**src/rtl/mem_arbiter.sv**
```systemverilog
// rtl/mem_arbiter.sv - shares one data memory between the CPU control FSM and a DMA/IO requester
// Optional build macro CPU_PRIORITY_EN: when defined, cpu_req always beats dma_req
// (last winner is still tracked); when undefined, ties are resolved round-robin.
module mem_arbiter #(
  parameter int AW      = 8,
  parameter int DW      = 8,
  parameter int MEM_LAT = 2
) (
  input  logic          clk,
  input  logic          reset,
  input  logic          cpu_req,
  input  logic          cpu_we,
  input  logic [AW-1:0] cpu_addr,
  input  logic [DW-1:0] cpu_wdata,
  output logic          cpu_ack,
  output logic [DW-1:0] cpu_rdata,
  input  logic          dma_req,
  input  logic          dma_we,
  input  logic [AW-1:0] dma_addr,
  input  logic [DW-1:0] dma_wdata,
  output logic          dma_ack,
  output logic [DW-1:0] dma_rdata,
  output logic [AW-1:0] mem_addr,
  output logic [DW-1:0] mem_wdata,
  output logic          mem_rd,
  output logic          mem_wr,
  input  logic [DW-1:0] mem_rdata,
  output logic          busy,
  output logic          owner
);

  typedef enum logic [1:0] {IDLE, ACCESS, DONE} state_t;

  // Counter reload: strobes stay up for MEM_LAT cycles, counting MEM_LAT-1 down to 0.
  localparam logic [3:0] CNT_LOAD = 4'(MEM_LAT - 1);

  state_t          state, state_n;
  logic [3:0]      cnt, cnt_n;
  logic            last_winner, last_winner_n;
  logic            win;
  logic            win_we;
  logic            cpu_ack_n, dma_ack_n, mem_rd_n, mem_wr_n, busy_n, owner_n;
  logic [DW-1:0]   cpu_rdata_n, dma_rdata_n, mem_wdata_n;
  logic [AW-1:0]   mem_addr_n;

  // Winner selection among the requesters present this cycle (0=CPU, 1=DMA).
  always_comb begin
`ifdef CPU_PRIORITY_EN
    win = ~cpu_req;
`else
    if (cpu_req && dma_req) begin
      win = ~last_winner;
    end else begin
      win = ~cpu_req;
    end
`endif
    win_we = win ? dma_we : cpu_we;
  end

  // Next-state and next-output logic; every output is registered below.
  always_comb begin
    state_n       = state;
    cnt_n         = cnt;
    last_winner_n = last_winner;
    cpu_ack_n     = cpu_ack;
    dma_ack_n     = dma_ack;
    cpu_rdata_n   = cpu_rdata;
    dma_rdata_n   = dma_rdata;
    mem_addr_n    = mem_addr;
    mem_wdata_n   = mem_wdata;
    mem_rd_n      = mem_rd;
    mem_wr_n      = mem_wr;
    busy_n        = busy;
    owner_n       = owner;
    case (state)
      IDLE: begin
        if (cpu_req || dma_req) begin
          owner_n     = win;
          busy_n      = 1'b1;
          mem_addr_n  = win ? dma_addr : cpu_addr;
          mem_wdata_n = win ? dma_wdata : cpu_wdata;
          mem_rd_n    = ~win_we;
          mem_wr_n    = win_we;
          cnt_n       = CNT_LOAD;
          state_n     = ACCESS;
        end
      end
      ACCESS: begin
        if (cnt != 4'd0) begin
          cnt_n = cnt - 4'd1;
        end else begin
          // Last strobe cycle: memory data is valid now, so capture it for reads.
          if (mem_rd) begin
            if (owner) dma_rdata_n = mem_rdata;
            else       cpu_rdata_n = mem_rdata;
          end
          mem_rd_n = 1'b0;
          mem_wr_n = 1'b0;
          if (owner) dma_ack_n = 1'b1;
          else       cpu_ack_n = 1'b1;
          state_n  = DONE;
        end
      end
      DONE: begin
        cpu_ack_n     = 1'b0;
        dma_ack_n     = 1'b0;
        last_winner_n = owner;
        busy_n        = 1'b0;
        state_n       = IDLE;
      end
      default: begin
        state_n = IDLE;
      end
    endcase
  end

  // State and output registers; reset lets the CPU win the first tie.
  always_ff @(posedge clk) begin
    if (reset) begin
      state       <= IDLE;
      cnt         <= 4'd0;
      last_winner <= 1'b1;
      cpu_ack     <= 1'b0;
      dma_ack     <= 1'b0;
      cpu_rdata   <= '0;
      dma_rdata   <= '0;
      mem_addr    <= '0;
      mem_wdata   <= '0;
      mem_rd      <= 1'b0;
      mem_wr      <= 1'b0;
      busy        <= 1'b0;
      owner       <= 1'b0;
    end else begin
      state       <= state_n;
      cnt         <= cnt_n;
      last_winner <= last_winner_n;
      cpu_ack     <= cpu_ack_n;
      dma_ack     <= dma_ack_n;
      cpu_rdata   <= cpu_rdata_n;
      dma_rdata   <= dma_rdata_n;
      mem_addr    <= mem_addr_n;
      mem_wdata   <= mem_wdata_n;
      mem_rd      <= mem_rd_n;
      mem_wr      <= mem_wr_n;
      busy        <= busy_n;
      owner       <= owner_n;
    end
  end

endmodule

```
**config.mk**
```make
export PLATFORM = sky130hd
export DESIGN_NAME = mem_arbiter
export DESIGN_NICKNAME = d
export VERILOG_FILES = /design/src/rtl/mem_arbiter.sv
export SDC_FILE = /design/constraint.sdc
export NUM_CORES = 1
export LEC_CHECK = 0
export BUFFER_PORTS_ARGS = -buffer_cell sky130_fd_sc_hd__buf_4
export CORE_MARGIN = 2
export CORE_UTILIZATION = 46
export CTS_BUF_LIST = sky130_fd_sc_hd__clkbuf_16
export DETAILED_ROUTE_END_ITERATION = 10
export GPL_TIMING_DRIVEN = 0
export PLACE_DENSITY = 0.83
export SLEW_MARGIN = 20
export SYNTH_ARGS = -nofsm -noshare
export SYNTH_HDL_FRONTEND = slang
export SYNTH_SLANG_ARGS = --single-unit
```
**constraint.sdc**
```tcl
create_clock -name clk -period 2.35 [get_ports clk]
set_input_delay 0.235 -clock clk [delete_from_list [all_inputs] [get_ports clk]]
set_output_delay 0.235 -clock clk [all_outputs]
set_load 0.02 [all_outputs]
```
==> flow_metrics.tcl <==
set metrics [dict create \
    route.detailed.drc 0 \
    vdd_ir_drop_max_v 0.0004725 \
    core_um2 3716 \
    cp-end-kind "flop" \
    syn_nets 234 \
    slowest_delay_ns 0.48 \
    die_h_um 66.43 \
    yosys.area_share.xor_xnor_pct 0.9770 \
    ys_seq_area_share_pct 50.24 \
    dr.pass1.iters 4 \
    io_pins 84 \
    final_cell_mix "83 x buf_4, 45 x dfxtp_1, 33 x mux2i_1, 26 x nor2_1" \
    drt-initial-drc-count 93 \
    place_area_um2 2476 \
    synth_top_area_share_pct 50.24 \
    layout.nets 324 \
    n_antenna_cell 0 \
    synth-seq-cells 45 \
    drive_gt1_share_pct 34.42 \
    std_cell_rows 22 \
    wire_per_inst_um 13.10 \
    synthesis.instances 186 \
    fin_area_um2 2609 \
    synth_compound_area_share_pct 9.491 \
    crit_type "reg -> reg" \
    clock_latency_ns 0.28 \
    die_area_um2 4413 \
    critPathArrivalTime_ns 2.09 \
    cts_buffer_depth 2 \
    crit_slowest_cell "nor3_4" \
    synth_largest_area_cell "dfxtp_1" \
    synth_top_family_by_area "multiplexers" \
    syn_area_um2 1793 \
    hpwl_um 3173 \
    dr_total_vias 1635 \
    crit_family "simple AND/OR/NAND/NOR gates" \
    numCtsBuffers 5 \
    cts_root_buf "clkbuf_16" \
    post_synth_mux_area_share_pct 18.42 \
    slew_violations 0 \
    grt_pass1_vias 1681 \
    required_ns 2.50 \
    cts.sink_count 45 \
    area_delta_synth_final_pct 45.50 \
    worstPathCellList "inv_1 > ha_1 > or3b_4 > nor3_4 > mux2i_1 > nor2_1" \
    synth_simple_gate_area_share_pct 16.54 \
    tritoncts "built" \
    antenna_found_initial 0 \
    cts_max_level 2 \
    holdWs_ns 0.1994 \
    grt_use_total_pct 21.40 \
    powerDensity_nw_per_um2 720.9 \
    cts_hold_buf 0 \
    tightest_slew_ns 0.5767 \
    period_share_pct 82.68 \
    start_kind "flop" \
    layout_commonest_cell "buf_4" \
    yosysWarnings 0 \
    grt-ovfl-total 0 \
    rsz0062_at_grt "no" \
    numPortBuffers 83 \
    synth_area_leaders "dfxtp_1 50%, mux2i_1 18%, nor2_1 5.4%, o21ai_0 5.0%, nand2_1 3.8%" \
    relSlewSlack_pct 61.25 \
    skew_ns 0.006722 \
    crit_fanout 8 \
    path_buf_inv 1 \
    hold_path.class "in -> reg" \
    die_x_um 66.43 \
    syn_area_per_cell_um2 9.640 \
    timing_hold_violations_final 0 \
    finalSetupViolCount 0 \
    grt_max_degree 13 \
    timing.max_cap.violations 0 \
    cts.clk_slew.worst_paths_ns 0.06 \
    initial_core_util_pct 48.25 \
    wirelength_um 4246 \
    fin_tns_setup_ns 0 \
    synth_adder_area_share_pct 1.396 \
    timing.fmax_mhz 514.7 \
    worst_slack_ns 0.4070 \
    dp_cells 317 \
    drt-vias-per-instance 5.046 \
    final_core_util_pct 70.20 \
    min_period_ns 1.943 \
    layoutNonFillerInstCount 324 \
    place.gp.congestion 0.8143 \
    synthDistinctLibCells 30 \
    drtAntennaViolNets 0 \
    pre_cts_ws_ns 0.4100 \
    cts_setup_buffers 0 \
    power_mw 1.881 \
    p_leak_nw 1.244 \
    cts_resized 0 \
    grt_pass1_wl_um 7217 \
    status "complete, no violations" \
]
## report_power, final
group          leakage [nW]  switching, mW  total [mW]  internal (mW)
Sequential            0.368         0.0392       0.861          0.822
Combinational         0.808          0.204       0.386          0.182
Clock                0.0685          0.254       0.634          0.380
Total                  1.24          0.497        1.88           1.38
## cell usage after synthesis (all sizes together)
library cell	number
a22o	1
dfxtp	45
and2	1
o21ai	18
xor2	2
a2bb2oi	1
a32oi	1
buf	5
ha	2
o21ba	1
nor4	1
mux2i	33
nor2b	1
nand2	18
nor3b	1
or3b	1
a211oi	1
a32o	1
a221oi	1
nand4b	1
inv	5
a211o	1
nand2b	3
nand3	3
a21oi	1
nor3	8
clkbuf	3
nor2	26
## per-layer routing
metal | track usage, % | share of wire [%] | vias up | routed length (um)
met4 | 8.673 | 1.5 | 0 | 62
li1 | - | - | 823 | -
met1 | 23.20 | 40 | 758 | 1708
met5 | 0 | 0 | - | 0
met2 | 37.88 | 52 | 47 | 2208
met3 | 7.155 | 6.3 | 7 | 267
## cells by family (layout without fill, tap and decap cells)
| logic type | after synthesis | count (layout) |
|---|---|---|
| and+or+nand+nor | 64 | 64 |
| adders and majority gates | 2 | 2 |
| DFF | 45 | 45 |
| muxes | 33 | 33 |
| buffers and inverters | 13 | 103 |
| AOI/OAI and AO/OA | 27 | 27 |
| xor gates and xnor gates | 2 | 2 |
## path summary, 6_finish.rpt
kind                            cells after the start            to  slack (ns)         start
worst max-delay path                                6  dma_rdata[6]        0.41        cnt[0]
worst min-delay path                                3  cpu_rdata[3]        0.20  mem_rdata[3]
worst max register to register                      6  dma_rdata[6]        0.41        cnt[0]
worst min register to register                      2   mem_addr[4]        0.45   mem_addr[4]
## cell type report
class | count | area, um2
well taps | 48 | 60.06
inverters | 5 | 18.77
repair buffers | 83 | 623.1
flip-flops and latches | 45 | 900.9
plain buffers | 8 | 33.78
multi-input cells | 128 | 839.6
clock inverters | 2 | 7.507
fillers | 306 | 1107
clock buffers | 5 | 125.1
## registers in the layout (all words and copies together) (netlist names), 2 cells and up
signal,count
mem_addr,8
state,2
mem_wdata,8
cnt,4
dma_rdata,8
cpu_rdata,8
## tightest hold or removal path, cell delays in order
cell and delay, ns:
buf_4 0.08, mux2i_1 0.05, nor2_1 0.07
Note: power is estimated with default switching activity, not from simulation.
